**src/rtl/led_sched.sv**
```systemverilog
// LED bank scheduler: four requesters share an 8-bit LED bank under rotating priority with a minimum dwell.
// Optional build macro LED_HEARTBEAT_EN drives a heartbeat bit on o_led[7] while no requester owns the bank.
module led_sched #(
   parameter int DWELL  = 4,
   parameter int HB_BIT = 23
) (
   input  logic        i_clk,
   input  logic        i_rst,
   input  logic [3:0]  i_req,
   input  logic [31:0] i_pat,
   output logic [3:0]  o_gnt,
   output logic [7:0]  o_led,
   output logic        o_busy
);

   typedef enum logic {IDLE, OWN} state_t;

   localparam logic [15:0] DWELL_C = 16'(DWELL);

   if (DWELL < 1 || DWELL > 65535 || HB_BIT < 0 || HB_BIT > 31) begin : g_param_check
      $error("led_sched: DWELL or HB_BIT out of range");
   end

   state_t      state, state_d;
   logic [1:0]  last_owner, last_d;
   logic [15:0] cnt, cnt_d;
   logic [3:0]  gnt_d;
   logic [7:0]  led_d;
   logic [7:0]  idle_led;
   logic [1:0]  pick;
   logic        pick_vld;
   logic [3:0]  owner_mask;
   logic        others;

`ifdef LED_HEARTBEAT_EN
   logic [31:0] hb_ctr;

   always_ff @(posedge i_clk) begin
      if (i_rst) hb_ctr <= '0;
      else       hb_ctr <= hb_ctr + 32'd1;
   end

   assign idle_led = {hb_ctr[HB_BIT], 7'b0};
`else
   assign idle_led = 8'h00;
`endif

   // Rotating priority: scan upward from the requester after the last owner;
   // the last owner itself is considered last.
   always_comb begin
      pick     = '0;
      pick_vld = 1'b0;
      for (int i = 1; i <= 4; i++) begin
         if (!pick_vld && i_req[last_owner + 2'(i)]) begin
            pick     = last_owner + 2'(i);
            pick_vld = 1'b1;
         end
      end
   end

   // While in OWN, last_owner is the current owner.
   assign owner_mask = 4'b0001 << last_owner;
   assign others     = |(i_req & ~owner_mask);

   // NOTE: every always_comb output gets a default first so no path infers a latch.
   always_comb begin
      state_d = state;
      last_d  = last_owner;
      cnt_d   = cnt;
      gnt_d   = '0;
      led_d   = idle_led;
      case (state)
         IDLE: begin
            if (pick_vld) begin
               state_d = OWN;
               last_d  = pick;
               cnt_d   = 16'd1;
               gnt_d   = 4'b0001 << pick;
            end
         end
         OWN: begin
            led_d = i_pat[{last_owner, 3'b000} +: 8];
            if (!i_req[last_owner]) begin
               state_d = IDLE;
            end else if (cnt >= DWELL_C && others) begin
               state_d = IDLE;
            end else begin
               gnt_d = owner_mask;
               if (cnt < DWELL_C) cnt_d = cnt + 16'd1;
            end
         end
         default: state_d = IDLE;
      endcase
   end

   // NOTE: sequential state uses non-blocking assignments so all registers update together at the edge.
   always_ff @(posedge i_clk) begin
      if (i_rst) begin
         state      <= IDLE;
         last_owner <= 2'd3;
         cnt        <= '0;
         o_gnt      <= '0;
         o_led      <= '0;
      end else begin
         state      <= state_d;
         last_owner <= last_d;
         cnt        <= cnt_d;
         o_gnt      <= gnt_d;
         o_led      <= led_d;
      end
   end

   assign o_busy = |o_gnt;

endmodule

```
**config.mk**
```make
export PLATFORM = sky130hd
export DESIGN_NAME = led_sched
export DESIGN_NICKNAME = d
export VERILOG_FILES = /design/src/rtl/led_sched.sv
export SDC_FILE = /design/constraint.sdc
export NUM_CORES = 1
export LEC_CHECK = 0
export CAP_MARGIN = 25
export CORE_UTILIZATION = 43
export CTS_BUF_LIST = sky130_fd_sc_hd__clkbuf_4
export DETAILED_ROUTE_END_ITERATION = 8
export PLACE_DENSITY = 0.81
export RECOVER_POWER = 25
export SYNTH_ARGS = -nofsm -noshare
export SYNTH_HDL_FRONTEND = slang
export SYNTH_SLANG_ARGS = --single-unit
export TNS_END_PERCENT = 50
```
**constraint.sdc**
```tcl
create_clock -name i_clk -period 2.12 [get_ports i_clk]
set_input_delay 0.212 -clock i_clk [delete_from_list [all_inputs] [get_ports i_clk]]
set_output_delay 0.212 -clock i_clk [all_outputs]
set_load 0.01 [all_outputs]
```
==> impl_metrics.prom <==
# TYPE chip_impl_metric gauge
chip_impl_metric{name="synth_async_sr_flop_share",unit="%"} 0
chip_impl_metric{name="critical_path.max_fanout",unit=""} 6
chip_impl_metric{name="worstMarginPinSlew",unit="ps"} 439.1
chip_impl_metric{name="synth_top_cell_area_share",unit="%"} 39.27
chip_impl_metric{name="first_global_vias",unit=""} 1402
chip_impl_metric{name="place_area",unit="um2"} 2196
chip_impl_metric{name="ir_worst_vdd",unit="V"} 0.0009066
chip_impl_metric{name="clockPowerShare",unit="%"} 15.5
chip_impl_metric{name="maxCapViolations",unit=""} 0
chip_impl_metric{name="dpl.cell_count",unit=""} 249
chip_impl_info{name="worst_setup_start_kind",value="flip-flop"} 1
chip_impl_metric{name="power.switching_fraction",unit="%"} 35.19
chip_impl_info{name="grt_setup_unrepaired",value="true"} 1
chip_impl_info{name="hp-class",value="flip-flop to flip-flop"} 1
chip_impl_info{name="setup.worst_path.end_class",value="flip-flop"} 1
chip_impl_metric{name="cts_inserted_buffers",unit=""} 5
chip_impl_metric{name="floorplan.die_area",unit="um2"} 3921
chip_impl_metric{name="ys_types",unit=""} 42
chip_impl_metric{name="grt_start_max_net_pins",unit=""} 14
chip_impl_metric{name="seq_area_frac_synth",unit="%"} 39.27
chip_impl_metric{name="netlist_instances",unit=""} 147
chip_impl_metric{name="share_comb_of_total_power",unit="%"} 56.9
chip_impl_metric{name="detail_route.first_pass.iterations",unit=""} 4
chip_impl_metric{name="max_h_tree_level",unit=""} 2
chip_impl_metric{name="fillCellCount",unit=""} 261
chip_impl_metric{name="antenna_violations_before_repair",unit=""} 0
chip_impl_metric{name="floorplan.initialDensity",unit="%"} 46.26
chip_impl_metric{name="routabilityCongestion",unit=""} 0.7912
chip_impl_metric{name="achievable-frequency",unit="GHz"} 0.4758
chip_impl_metric{name="remaining_design_rule_violation_count",unit=""} 0
chip_impl_info{name="source_of_the_worst_register_to_register_timing_path",value="last_owner[0]"} 1
chip_impl_metric{name="hold-path-cell-count",unit=""} 1
chip_impl_metric{name="edff_count_synth",unit=""} 0
chip_impl_metric{name="insertedDiodeCount",unit=""} 0
chip_impl_metric{name="slew-limit-headroom",unit="%"} 70.66
chip_impl_metric{name="place.port_buffers",unit=""} 50
chip_impl_info{name="root_buffer",value="sky130_fd_sc_hd__clkbuf_4"} 1
chip_impl_info{name="timing.hold.worst_endpoint",value="cnt[8]"} 1
chip_impl_metric{name="cts.sinks",unit=""} 31
chip_impl_metric{name="setup_viol",unit=""} 0
chip_impl_metric{name="power-per-cell-area",unit="nW/um2"} 1184
chip_impl_metric{name="grt_first_pass_wirelength",unit="mm"} 6.706
chip_impl_metric{name="total_power",unit="W"} 0.002756
chip_impl_metric{name="finalClockSkew",unit="ps"} 8.201
chip_impl_metric{name="die_h",unit="um"} 62.62
chip_impl_metric{name="vias",unit=""} 1380
chip_impl_metric{name="dpl.hpwl",unit="mm"} 3.156
chip_impl_metric{name="layout_worst_path_cycle_share",unit="%"} 99.15
chip_impl_metric{name="switching_power",unit="W"} 0.0009698
chip_impl_metric{name="final-seq-area",unit="um2"} 625.6
chip_impl_metric{name="slew_violations",unit=""} 0
chip_impl_metric{name="register_to_register_setup_slack",unit="ps"} 20
chip_impl_metric{name="critical_path_required",unit="ps"} 2370
chip_impl_info{name="worstHoldStart",value="cnt[8]"} 1
chip_impl_metric{name="clockBufferDepth",unit=""} 2
chip_impl_metric{name="share_seq_of_total_power",unit="%"} 27.5
chip_impl_metric{name="mappedNetlistArea",unit="um2"} 1580
chip_impl_metric{name="finalCoreUtilization",unit="%"} 68.13
chip_impl_metric{name="floorplan.io_pins",unit=""} 51
chip_impl_metric{name="clkTransAtPathRegs",unit="ps"} 90
chip_impl_metric{name="synth_area_per_cell",unit="um2"} 10.75
chip_impl_info{name="cts_tree",value="done"} 1
chip_impl_metric{name="cp_data_arrival_time",unit="ps"} 2350
chip_impl_metric{name="floorplan.rows",unit=""} 21
chip_impl_metric{name="drt_iter0_markers",unit=""} 57
chip_impl_metric{name="floorplan.die.width",unit="um"} 62.62
chip_impl_metric{name="internal-power",unit="W"} 0.001786
chip_impl_info{name="post_synth_most_frequent_cells",value="31 x sky130_fd_sc_hd__dfxtp_1, 14 x sky130_fd_sc_hd__and2_1, 10 x sky130_fd_sc_hd__mux4_2"} 1
chip_impl_metric{name="floorplan.core_area",unit="um2"} 3416
chip_impl_metric{name="global_route.usage.total",unit="%"} 22.03
chip_impl_metric{name="postRouteAntennaNets",unit=""} 0
chip_impl_metric{name="mapped_nets",unit=""} 191
chip_impl_metric{name="drt_wl_total",unit="mm"} 3.953
chip_impl_metric{name="total_grt_overflow",unit=""} 0
chip_impl_metric{name="finalInstanceArea",unit="um2"} 2327
chip_impl_metric{name="clk_latency",unit="ps"} 320
chip_impl_metric{name="area_growth_syn_to_layout",unit="%"} 47.27
chip_impl_info{name="synthTopCellsByArea",value="sky130_fd_sc_hd__dfxtp_1 39%, sky130_fd_sc_hd__mux4_2 14%, sky130_fd_sc_hd__and2_1 5.5%"} 1
chip_impl_info{name="post-synth-top-area-cell",value="sky130_fd_sc_hd__dfxtp_1"} 1
chip_impl_metric{name="multi_input_area",unit="um2"} 892.1
chip_impl_metric{name="timing.final.crit_period",unit="ps"} 2102
chip_impl_info{name="run_status",value="completed"} 1
chip_impl_info{name="worst_path_class_setup",value="flip-flop to flip-flop"} 1
chip_impl_metric{name="yosys_warnings",unit=""} 0
chip_impl_info{name="synthMostInstantiatedCell",value="sky130_fd_sc_hd__dfxtp_1"} 1
chip_impl_metric{name="per_cell_routed_wire_length",unit="um"} 15.09
chip_impl_metric{name="synth.ff_latch_count",unit=""} 31
chip_impl_metric{name="vias_per_cell",unit=""} 5.267
chip_impl_metric{name="finalNonFillerCells",unit=""} 262
chip_impl_metric{name="power_leakage",unit="nW"} 0.9600
chip_impl_metric{name="timing.final.hold_violations",unit=""} 0
chip_impl_info{name="synth_top_flop_cell",value="sky130_fd_sc_hd__dfxtp_1"} 1
chip_impl_metric{name="ctsHoldBuffers",unit=""} 0
chip_impl_metric{name="r2r_cells",unit=""} 6
chip_impl_metric{name="layout-drive-gt1-share",unit="%"} 21.76
chip_impl_metric{name="nets",unit=""} 259
chip_impl_info{name="critical_path.reg2reg.endpoint",value="cnt[1]"} 1
[cell families after synthesis]
| family | after synthesis | synth area share [%] |
|---|---|---|
| and+or+nand+nor | 52 | 19.72 |
| DFF | 31 | 39.27 |
| AOI/OAI and AO/OA | 30 | 13.14 |
| buffers and inverters | 16 | 5.541 |
| muxes | 12 | 17.58 |
| adders and majority gates | 6 | 4.750 |
[stage by stage]
step	setup slack [ps]	setup TNS [ps]	hold slack, ps
finish	18.10	0	468.7
global placement	-62.52	-184.0	442.6
CTS	4.642	0	471.9
global route	-82.83	-241.5	487.6
floorplan	-20.66	-26.38	430.2
detailed placement	-178.8	-1346	444.7
[power by group through the flow]
stage / clock network [W] / logic, W / registers [W]
2_1_floorplan: 0 / 0.00101 / 0.000762
3_3_place_gp: 0 / 0.00139 / 0.000766
3_5_place_dp: 0 / 0.00144 / 0.000773
4_1_cts: 0.000436 / 0.00145 / 0.000765
5_1_grt: 0.000467 / 0.00170 / 0.000771
6_report: 0.000428 / 0.00157 / 0.000759
[how the worst max path moves through the flow]
stage                        startpoint       end  slack, ps  cells past startpoint
after floorplan           last_owner[0]    cnt[1]        -20                      9
after global placement         i_req[3]  o_gnt[2]        -60                      6
after detailed placement       i_req[3]  o_gnt[2]       -180                      6
after CTS                 last_owner[0]    cnt[1]          5                      7
after global routing      last_owner[0]    cnt[1]        -80                      7
final                     last_owner[0]    cnt[1]         20                      6
[cell usage in the layout (no fill, tap or decap), types with 2 or more instances in the layout]
cell type and n:
sky130_fd_sc_hd__and2b_1 2, sky130_fd_sc_hd__dlygate4sd3_1 8, sky130_fd_sc_hd__nor2_1 5, sky130_fd_sc_hd__and2_1 14, sky130_fd_sc_hd__o211ai_1 2, sky130_fd_sc_hd__ha_1 5
sky130_fd_sc_hd__nor2b_1 9, sky130_fd_sc_hd__o22ai_1 2, sky130_fd_sc_hd__nor3_1 3, sky130_fd_sc_hd__nand2_1 5, sky130_fd_sc_hd__nor4_1 3, sky130_fd_sc_hd__a22o_2 2
sky130_fd_sc_hd__o21ai_0 4, sky130_fd_sc_hd__clkbuf_4 5, sky130_fd_sc_hd__dfxtp_1 29, sky130_fd_sc_hd__inv_1 7, sky130_fd_sc_hd__buf_4 17, sky130_fd_sc_hd__mux4_2 11
sky130_fd_sc_hd__clkdlybuf4s50_1 42, sky130_fd_sc_hd__o2bb2ai_1 2, sky130_fd_sc_hd__o21ai_1 3, sky130_fd_sc_hd__a21oi_1 5, sky130_fd_sc_hd__nand3_1 3
[layout make-up]
type	count	area share, %
Multi-Input combinational cell	100	38.33
Timing Repair Buffer	68	27.47
Sequential cell	31	26.88
Tap cell	46	2.473
Clock inverter	3	1.667
Clock buffer	5	1.613
Inverter	9	1.559
[metal layers]
layer  vias up  global-route usage (%)  routed length, um
li1        671                       -                  -
met1       661                   27.39               1708
met2        38                   37.09               2025
met3        10                   4.380                132
met4         0                   9.012                 86
met5         -                       0                  0
[timing repair]
action / in CTS / in global routing
pin swaps: 0 / 6
endpoints found under the setup margin: 4 / 19
resized for setup: 1 / 6
setup buffers: 0 / 5
[sequential cells by signal, summed over array words and instances (netlist names)]
register and count:
state 1, o_gnt 4, cnt 16, last_owner 2, o_led 8
[worst max-delay path, cell delays in order (launching register included)]
cell and delay [ps]:
sky130_fd_sc_hd__dfxtp_4 410, sky130_fd_sc_hd__buf_4 130, sky130_fd_sc_hd__mux4_2 550, sky130_fd_sc_hd__nor3_4 330, sky130_fd_sc_hd__a21oi_4 100, sky130_fd_sc_hd__or3_1 360, sky130_fd_sc_hd__a21oi_1 140
Power figures use the tool's default switching activity.
